`src/rtl/clock_pkg.sv`:
```
// clock_pkg: mode codes, field indices and per-mode field counts shared by the
// front-panel controller, setters and datapath.
package clock_pkg;
    typedef enum logic [1:0] {
        MODE_RUN   = 2'b00,
        MODE_TIME  = 2'b01,
        MODE_DATE  = 2'b10,
        MODE_ALARM = 2'b11
    } mode_t;

    localparam logic [1:0] FLD_HOUR = 2'd0;
    localparam logic [1:0] FLD_MIN  = 2'd1;
    localparam logic [1:0] FLD_SEC  = 2'd2;
    localparam logic [1:0] FLD_DAY  = 2'd0;
    localparam logic [1:0] FLD_MON  = 2'd1;
    localparam logic [1:0] FLD_YEAR = 2'd2;
    localparam logic [1:0] FLD_WDAY = 2'd3;

    localparam int FIELDS_TIME  = 3;
    localparam int FIELDS_DATE  = 4;
    localparam int FIELDS_ALARM = 2;

    function automatic logic [1:0] last_field(input mode_t m);
        return (m == MODE_TIME) ? 2'(FIELDS_TIME - 1) :
               (m == MODE_DATE) ? 2'(FIELDS_DATE - 1) :
               (m == MODE_ALARM) ? 2'(FIELDS_ALARM - 1) : 2'd0;
    endfunction
endpackage

```
`src/rtl/btn_conditioner.sv`:
```
// btn_conditioner: 2-FF synchroniser, counter debounce and one-cycle pulse on
// the rising edge of the debounced level.
module btn_conditioner #(
    parameter logic [19:0] DEBOUNCE_CYC = 20'd500000
) (
    input  logic clk,
    input  logic rst,
    input  logic raw,
    output logic press
);
    logic        sync1_q, sync2_q, level_q, level_d, press_q, press_d, flip;
    logic [19:0] cnt_q, cnt_d;

    always_comb begin
        flip    = (sync2_q != level_q) && (cnt_q == DEBOUNCE_CYC - 20'd1);
        cnt_d   = (sync2_q == level_q || flip) ? '0 : cnt_q + 20'd1;
        level_d = flip ? sync2_q : level_q;
        press_d = flip & sync2_q;
    end

    always_ff @(posedge clk) begin
        if (rst) begin
            sync1_q <= 1'b0;
            sync2_q <= 1'b0;
            level_q <= 1'b0;
            press_q <= 1'b0;
            cnt_q   <= '0;
        end else begin
            sync1_q <= raw;
            sync2_q <= sync1_q;
            level_q <= level_d;
            press_q <= press_d;
            cnt_q   <= cnt_d;
        end
    end

    assign press = press_q;
endmodule

```
`src/rtl/clock_mode_ctrl.sv`:
```
// clock_mode_ctrl: front-panel mode sequencer with per-field strobes,
// commit/abort handshakes to the setters and an inactivity timeout.
module clock_mode_ctrl
    import clock_pkg::*;
#(
    parameter logic [19:0] DEBOUNCE_CYC = 20'd500000,
    parameter logic [5:0]  TIMEOUT_S    = 6'd30
) (
    input  logic       clk,
    input  logic       rst,
    input  logic       tick_1hz,
    input  logic       btn_mode_raw,
    input  logic       btn_a_raw,
    input  logic       btn_b_raw,
    input  logic       btn_c_raw,
    input  logic       ring,
    output logic [1:0] clk_mode,
    output logic [1:0] field_sel,
    output logic       inc_hi,
    output logic       inc_lo,
    output logic       enter_set,
    output logic       commit,
    output logic       abort,
    output logic [1:0] commit_mode,
    output logic       dismiss
);
    logic       p_mode, p_a, p_b, p_c;
    mode_t      mode_q, mode_d, mode_nx;
    logic [1:0] field_q, field_d, cmode_q, cmode_d;
    logic [5:0] to_q, to_d;
    logic       inc_hi_q, inc_hi_d, inc_lo_q, inc_lo_d, enter_q, enter_d;
    logic       commit_q, commit_d, abort_q, abort_d, dismiss_q, dismiss_d;

    btn_conditioner #(.DEBOUNCE_CYC(DEBOUNCE_CYC)) u_mode (.clk(clk), .rst(rst), .raw(btn_mode_raw), .press(p_mode));
    btn_conditioner #(.DEBOUNCE_CYC(DEBOUNCE_CYC)) u_a    (.clk(clk), .rst(rst), .raw(btn_a_raw),    .press(p_a));
    btn_conditioner #(.DEBOUNCE_CYC(DEBOUNCE_CYC)) u_b    (.clk(clk), .rst(rst), .raw(btn_b_raw),    .press(p_b));
    btn_conditioner #(.DEBOUNCE_CYC(DEBOUNCE_CYC)) u_c    (.clk(clk), .rst(rst), .raw(btn_c_raw),    .press(p_c));

    always_comb begin
        mode_nx   = mode_t'(mode_q + 2'd1);
        mode_d    = mode_q;
        field_d   = field_q;
        cmode_d   = cmode_q;
        to_d      = to_q;
        inc_hi_d  = 1'b0;
        inc_lo_d  = 1'b0;
        enter_d   = 1'b0;
        commit_d  = 1'b0;
        abort_d   = 1'b0;
        dismiss_d = 1'b0;
        if (mode_q == MODE_RUN) begin
            to_d      = '0;
            mode_d    = p_mode ? MODE_TIME : MODE_RUN;
            field_d   = FLD_HOUR;
            enter_d   = p_mode;
            dismiss_d = !p_mode && p_a && ring;
        end else if (p_mode) begin
            mode_d   = mode_nx;
            field_d  = FLD_HOUR;
            cmode_d  = mode_q;
            commit_d = 1'b1;
            enter_d  = mode_nx != MODE_RUN;
            to_d     = '0;
        end else if (p_a || p_b || p_c) begin
            inc_hi_d = p_a;
            inc_lo_d = p_b;
            field_d  = !p_c ? field_q : (field_q == last_field(mode_q)) ? 2'd0 : field_q + 2'd1;
            to_d     = '0;
        end else if (to_q >= TIMEOUT_S) begin
            mode_d  = MODE_RUN;
            field_d = FLD_HOUR;
            abort_d = 1'b1;
            to_d    = '0;
        end else if (tick_1hz) begin
            to_d = (to_q == 6'h3f) ? to_q : to_q + 6'd1;
        end
    end

    always_ff @(posedge clk) begin
        if (rst) begin
            mode_q    <= MODE_RUN;
            field_q   <= '0;
            cmode_q   <= '0;
            to_q      <= '0;
            inc_hi_q  <= 1'b0;
            inc_lo_q  <= 1'b0;
            enter_q   <= 1'b0;
            commit_q  <= 1'b0;
            abort_q   <= 1'b0;
            dismiss_q <= 1'b0;
        end else begin
            mode_q    <= mode_d;
            field_q   <= field_d;
            cmode_q   <= cmode_d;
            to_q      <= to_d;
            inc_hi_q  <= inc_hi_d;
            inc_lo_q  <= inc_lo_d;
            enter_q   <= enter_d;
            commit_q  <= commit_d;
            abort_q   <= abort_d;
            dismiss_q <= dismiss_d;
        end
    end

    assign clk_mode    = mode_q;
    assign field_sel   = field_q;
    assign commit_mode = cmode_q;
    assign inc_hi      = inc_hi_q;
    assign inc_lo      = inc_lo_q;
    assign enter_set   = enter_q;
    assign commit      = commit_q;
    assign abort       = abort_q;
    assign dismiss     = dismiss_q;
endmodule

```
`config.mk`:
```
export PLATFORM = sky130hd
export DESIGN_NAME = clock_mode_ctrl
export DESIGN_NICKNAME = d
export VERILOG_FILES = /design/src/rtl/clock_pkg.sv /design/src/rtl/btn_conditioner.sv /design/src/rtl/clock_mode_ctrl.sv
export SDC_FILE = /design/constraint.sdc
export NUM_CORES = 1
export LEC_CHECK = 0
export ABC_CLOCK_PERIOD_IN_PS = 2100
export BUFFER_PORTS_ARGS = -buffer_cell sky130_fd_sc_hd__buf_2
export CORE_MARGIN = 1.5
export CORE_UTILIZATION = 55
export CTS_BUF_LIST = sky130_fd_sc_hd__clkbuf_4 sky130_fd_sc_hd__clkbuf_8 sky130_fd_sc_hd__clkbuf_16
export DETAILED_ROUTE_END_ITERATION = 16
export GPL_TIMING_DRIVEN = 0
export PLACE_DENSITY = 0.75
export SYNTH_ARGS = -nofsm -noshare
export SYNTH_HDL_FRONTEND = slang
export SYNTH_SLANG_ARGS = --single-unit
```
`constraint.sdc`:
```
create_clock -name clk -period 2.1 [get_ports clk]
set_clock_uncertainty 0.2 [all_clocks]
set_input_delay 0.105 -clock clk [delete_from_list [all_inputs] [get_ports clk]]
set_output_delay 0.105 -clock clk [all_outputs]
set_load 0.005 [all_outputs]
```
# After elaboration in Yosys (flattened, before gate mapping)
# Cells that the tools add are included.
# op_classes
n_reduce_logical,31
n_bitwise,7
eq_ne,19
n_addsub,7
magnitude_cmp,1
mux,15
# op_table
op,count
20-bit by 1-bit adder with 20-bit output (second input constant),4
20-bit by 19-bit == test with 1-bit output (second input constant),4
2-bit two-way mux,9
2-bit OR reduction,6
2-bit AND reduction,4
4-bit OR reduction,2
6-bit by 1-bit adder with 6-bit output (second input constant),1
6-bit == test (second input constant),1
6-bit by 5-bit greater-or-equal comparator with 1-bit output (second input constant),1
1-bit logical AND,6
1-bit logical OR,6
1-bit two-way mux,6
5-bit OR reduction,1
2-bit by 1-bit adder with 2-bit output (second input constant),2
1-bit bitwise AND,4
1-bit == test,4
2-bit == test (second input constant),2
1-bit inequality test,4
2-bit nonzero test,2
3-bit by 2-bit inequality test with 1-bit output (second input constant),1
1-bit inverter,3
3-bit nonzero test,1
3-bit OR reduction,1
2-bit by 1-bit == test with 1-bit output (second input constant),1
other kinds (4),4
# word_totals
wordCells,110
input_bits,8
register_bits,114
output_inout_bits,12

# Logic depth before layout (Yosys ltp)
# logic_depth
ltp_word,8
mapped_depth,7
depth_no_buf,6

# Hierarchy
# A second synthesis with hierarchy kept.
# hier_totals
cells_unflattened,580
hier_area_um2,5456.5
# modules_own_cells
module,instances,seq_area_each_um2,area_per_inst_um2,cells_per_inst
btn_conditioner,4,480.5,1151.1,122
clock_mode_ctrl,1,360.3,852.1,92

# Worst setup path after synthesis
# OpenSTA, ideal clock, no wires.
# synth_timing
path_kind,flip-flop to flip-flop
startpoint,register u_b.cnt_q[12]
endpoint,register u_b.cnt_q[16]
required_time_ps,1785
arrival_ps,1845
setup_ps,115
stages_incl_launch_ff,6
n_path_buf,1
path_slack_ps,-59
synth_period_minus_slack_ps,2159
cell_sequence,dfxtp_1 -> or4_1 -> or4_4 -> o21ai_4 -> buf_6 -> nor2_1
# synth_between
elab_chain_len,4
word_cells_on_any_way,5
classes_between,add/sub (1); eq/ne (1); reduce/logical (3)
# synth_rtl
item,line_no,source
from (decl),btn_conditioner.sv:12,"logic [19:0] cnt_q, cnt_d;"
from (signal assigned),btn_conditioner.sv:33,cnt_q <= cnt_d;
branches (longest 4 deep; another with 20-bit by 1-bit adder with 20-bit output),n/a,
# Several ways; the timed one is not identified.
# A chain may end at the register's enable or synchronous reset.

# Worst setup path in the final report
# layout_timing
startpoint,register u_b.cnt_q[11]
endpoint,register u_b.cnt_q[0]
# layout_between
elab_chain_len,4
# layout_rtl
item,line_no,source
20-bit by 19-bit == test with 1-bit output,btn_conditioner.sv:15,flip = (sync2_q != level_q) && (cnt_q == DEBOUNCE_CYC - 20'd1);
1-bit logical AND,btn_conditioner.sv:15,
1-bit logical OR,btn_conditioner.sv:16,cnt_d = (sync2_q == level_q || flip) ? '0 : cnt_q + 20'd1;
2-bit OR reduction (no source line),n/a,
# Every way passes these cells.

==> flow_results.xml <==
<?xml version="1.0" encoding="UTF-8"?>
<metrics>
  <group name="global_route">
    <metric name="grt_antenna_before_repair" unit="">0</metric>
    <metric name="grt_use_total" unit="%">22.4</metric>
    <metric name="grt-ovfl-total" unit="">0</metric>
    <metric name="pin_count_of_the_biggest_net_entering_global_routing" unit="">17</metric>
    <metric name="grt_pass1_wl" unit="µm">17900</metric>
    <metric name="first_global_vias" unit="">4037</metric>
  </group>
  <group name="floorplan">
    <metric name="start_util" unit="%">57.0</metric>
    <metric name="core" unit="µm²">8760</metric>
    <metric name="die_width" unit="µm">98.3</metric>
    <metric name="die-height" unit="µm">98.3</metric>
    <metric name="die_area" unit="µm²">9660</metric>
    <metric name="row_count" unit="">34</metric>
    <metric name="ioPinCount" unit="">20</metric>
  </group>
  <group name="clock_tree">
    <metric name="clock-root-buffer" unit="">sky130_fd_sc_hd__clkbuf_8</metric>
    <metric name="total_clock_buffers_created_by_cts" unit="">17</metric>
    <metric name="clkTransAtPathRegs" unit="ns">0.06</metric>
    <metric name="clk-insertion-delay-late" unit="ns">0.52</metric>
    <metric name="h-tree-depth" unit="">4</metric>
    <metric name="ctsLongestPathBuffers" unit="">2</metric>
    <metric name="clock-sinks" unit="">114</metric>
    <metric name="cts_tree" unit="">done</metric>
  </group>
  <group name="route">
    <metric name="dr.pass1.iters" unit="">5</metric>
    <metric name="detail_route.wl_per_cell" unit="µm">15.1</metric>
    <metric name="route.detailed.drc" unit="">0</metric>
    <metric name="antenna_left" unit="">0</metric>
    <metric name="postRouteWirelength" unit="µm">11400</metric>
    <metric name="drc_marker_count_from_the_first_detailed_route_iteration" unit="">185</metric>
    <metric name="vias" unit="">4377</metric>
    <metric name="via_per_inst" unit="">5.83</metric>
  </group>
  <group name="sta">
    <metric name="transition_time_at_the_pin_with_the_least_slew_margin" unit="ns">0.486</metric>
    <metric name="setup-violations-final" unit="">53</metric>
    <metric name="report.final.hold_viol_count" unit="">0</metric>
    <metric name="share_of_the_clock_period_used_by_the_worst_path" unit="%">106</metric>
    <metric name="timing_max_transition_violations_final" unit="">0</metric>
    <metric name="slew_headroom" unit="%">67.3</metric>
    <metric name="period_minus_slack" unit="ns">2.22</metric>
    <metric name="worst_slack" unit="ns">-0.124</metric>
    <metric name="maximum_operating_frequency" unit="GHz">0.450</metric>
    <metric name="grt_setup_unrepaired" unit="">true</metric>
  </group>
  <group name="synthesis">
    <metric name="ys_types" unit="">49</metric>
    <metric name="mapped_nets" unit="">580</metric>
    <metric name="postSynthRegisterBits" unit="">114</metric>
    <metric name="synthCells" unit="">562</metric>
    <metric name="synth_flop_cell" unit="">sky130_fd_sc_hd__dfxtp_1</metric>
    <metric name="ys_warn_count" unit="">0</metric>
    <metric name="postSynth.asyncResetShare" unit="%">0</metric>
    <metric name="synth_edf_count" unit="">0</metric>
    <metric name="syn_area" unit="µm²">5000</metric>
    <metric name="yosysSeqAreaShare" unit="%">45.7</metric>
    <metric name="syn_area_per_cell" unit="µm²">8.89</metric>
  </group>
  <group name="outcome">
    <metric name="status" unit="">complete, but fails checks</metric>
    <metric name="violations" unit="">negative setup slack</metric>
  </group>
  <group name="pwr">
    <metric name="fin_total_pwr" unit="µW">5270</metric>
    <metric name="leakage" unit="µW">0.00212</metric>
    <metric name="vdd.ir_drop.worst" unit="V">0.000650</metric>
    <metric name="powerDensity" unit="nW/µm²">814</metric>
  </group>
  <group name="final_layout">
    <metric name="antenna-diode-count" unit="">0</metric>
    <metric name="final_common_cell" unit="">sky130_fd_sc_hd__dfxtp_1</metric>
    <metric name="finish.net_count" unit="">648</metric>
    <metric name="synthToLayoutAreaGrowth" unit="%">29.7</metric>
    <metric name="finalInstanceArea" unit="µm²">6480</metric>
    <metric name="final_cell_mix" unit="">sky130_fd_sc_hd__dfxtp_1, sky130_fd_sc_hd__nor2_1, sky130_fd_sc_hd__xnor2_1, sky130_fd_sc_hd__nand2_1, sky130_fd_sc_hd__nand3_1</metric>
    <metric name="drive_above_1_share" unit="%">25.8</metric>
  </group>
  <group name="place">
    <metric name="dp.final_hpwl" unit="µm">6760</metric>
    <metric name="io_buffers" unit="">19</metric>
    <metric name="dpl-instance-area" unit="µm²">5240</metric>
    <metric name="gp_congestion" unit="">0.882</metric>
    <metric name="pre_cts_slack" unit="ns">-0.362</metric>
  </group>
  <group name="critical_path">
    <metric name="critical_path_required_time" unit="ns">2.31</metric>
    <metric name="worst_setup_path_start_kind" unit="">flip-flop</metric>
    <metric name="worstSetupEndpointType" unit="">flip-flop</metric>
    <metric name="crit_fanout" unit="">6</metric>
    <metric name="critical_path_class" unit="">flip-flop to flip-flop</metric>
    <metric name="arrival_worst_endpoint" unit="ns">2.43</metric>
  </group>
  <group name="hold_path">
    <metric name="worst_hold_path_type" unit="">input pin to flip-flop</metric>
  </group>
  <group name="run">
    <metric name="max_cap_viol_count" unit="">0</metric>
  </group>
</metrics>
registers in the layout (all words and copies together) (netlist names), 2 cells and up:
signal	flops
u_a.cnt_q	20
u_b.cnt_q	20
u_c.cnt_q	20
u_mode.cnt_q	20
to_q	6
clk_mode	2
commit_mode	2
field_sel	2
where the power goes:
| group | switching (µW) | total, µW | internal (µW) |
|---|---|---|---|
| sequential | 7.74 | 2180 | 2170 |
| combinational | 45.1 | 89.0 | 43.9 |
| clock | 956 | 3010 | 2050 |
through the flow:
step | TNS, ns | hold slack [ns] | utilization (%) | instances
2_1_floorplan | -0.361 | 0.0332 | - | 562
3_3_place_gp | -9.89 | 0.126 | 59.7 | 689
3_5_place_dp | -11.00 | 0.126 | 59.7 | 689
4_1_cts | -3.70 | 0.125 | 69.6 | 738
5_1_grt | -6.77 | 0.148 | 73.9 | 751
6_report | -4.04 | 0.138 | 73.9 | 751
cells by family after synthesis:
kind of cell	share of synthesized area (%)
simple gates	29.6
buf+inv	2.68
compound gates	8.31
fa+ha+maj	2.50
xor+xnor	10.5
flops	45.7
mux	0.601
other cells	0.0751
cells in the mapped netlist (all sizes together), types with 7 or more instances:
| library cell | n | area share (%) |
|---|---|---|
| or3 | 13 | 1.6 |
| and3 | 7 | 0.88 |
| o31ai | 11 | 1.7 |
| or4 | 22 | 3.4 |
| ha | 10 | 2.5 |
| nand4 | 24 | 3.1 |
| clkbuf | 7 | 0.53 |
| nor2b | 9 | 1.1 |
| nand3 | 29 | 2.9 |
| xnor2 | 39 | 6.8 |
| a21oi | 26 | 2.6 |
| xor2 | 21 | 3.7 |
| o21ai | 16 | 1.8 |
| nand2 | 32 | 2.4 |
| nor2 | 79 | 5.9 |
| inv | 18 | 1.4 |
| dfxtp | 114 | 46 |
| nor4 | 13 | 1.6 |
| nor3 | 18 | 1.8 |
worst max-delay path: stages (launching register included):
cell and delay [ns]:
sky130_fd_sc_hd__dfxtp_2 0.34, sky130_fd_sc_hd__or4_4 0.53, sky130_fd_sc_hd__or4_4 0.55, sky130_fd_sc_hd__o21ai_4 0.16
sky130_fd_sc_hd__buf_12 0.15, sky130_fd_sc_hd__buf_8 0.13, sky130_fd_sc_hd__nor2_1 0.06
layer usage:
metal	part of all wire, %	track usage [%]	routed length [µm]	up-vias
li1	-	-	-	2135
met1	42	27.1	4750	2078
met2	51	38.3	5760	128
met3	4.7	4.80	532	36
met4	2.8	10.1	319	0
met5	0	0	0	-
final cells by class:
class | instances | area, µm²
fill | 614 | 2290
clock buffer | 23 | 478
clock inverter | 9 | 153
tap | 108 | 135
sequential | 114 | 2320
buffer | 10 | 83.8
inverter | 18 | 67.6
multi-input combinational | 417 | 2830
timing repair buffer | 52 | 410
worst paths after layout:
path | endpoint | slack [ns] | depth (start not counted) | startpoint
hold / removal | u_b.sync1_q | 0.14 | 3 | btn_b_raw
hold reg to reg | u_b.sync2_q | 0.23 | 1 | u_b.sync1_q
setup reg to reg | u_b.cnt_q[0] | -0.12 | 6 | u_b.cnt_q[11]
setup / recovery | u_b.cnt_q[0] | -0.12 | 6 | u_b.cnt_q[11]
repair_timing:
action                                 in CTS  in global routing
pin swaps                                  11                 29
hold buffers                                7                  0
cloned                                      3                  2
endpoints found under the hold margin      24                  0
buffers inserted                            8                 13
gates resized for setup                    33                 85
setup endpoints to repair                  71                 75
(Power assumes the default switching activity.)
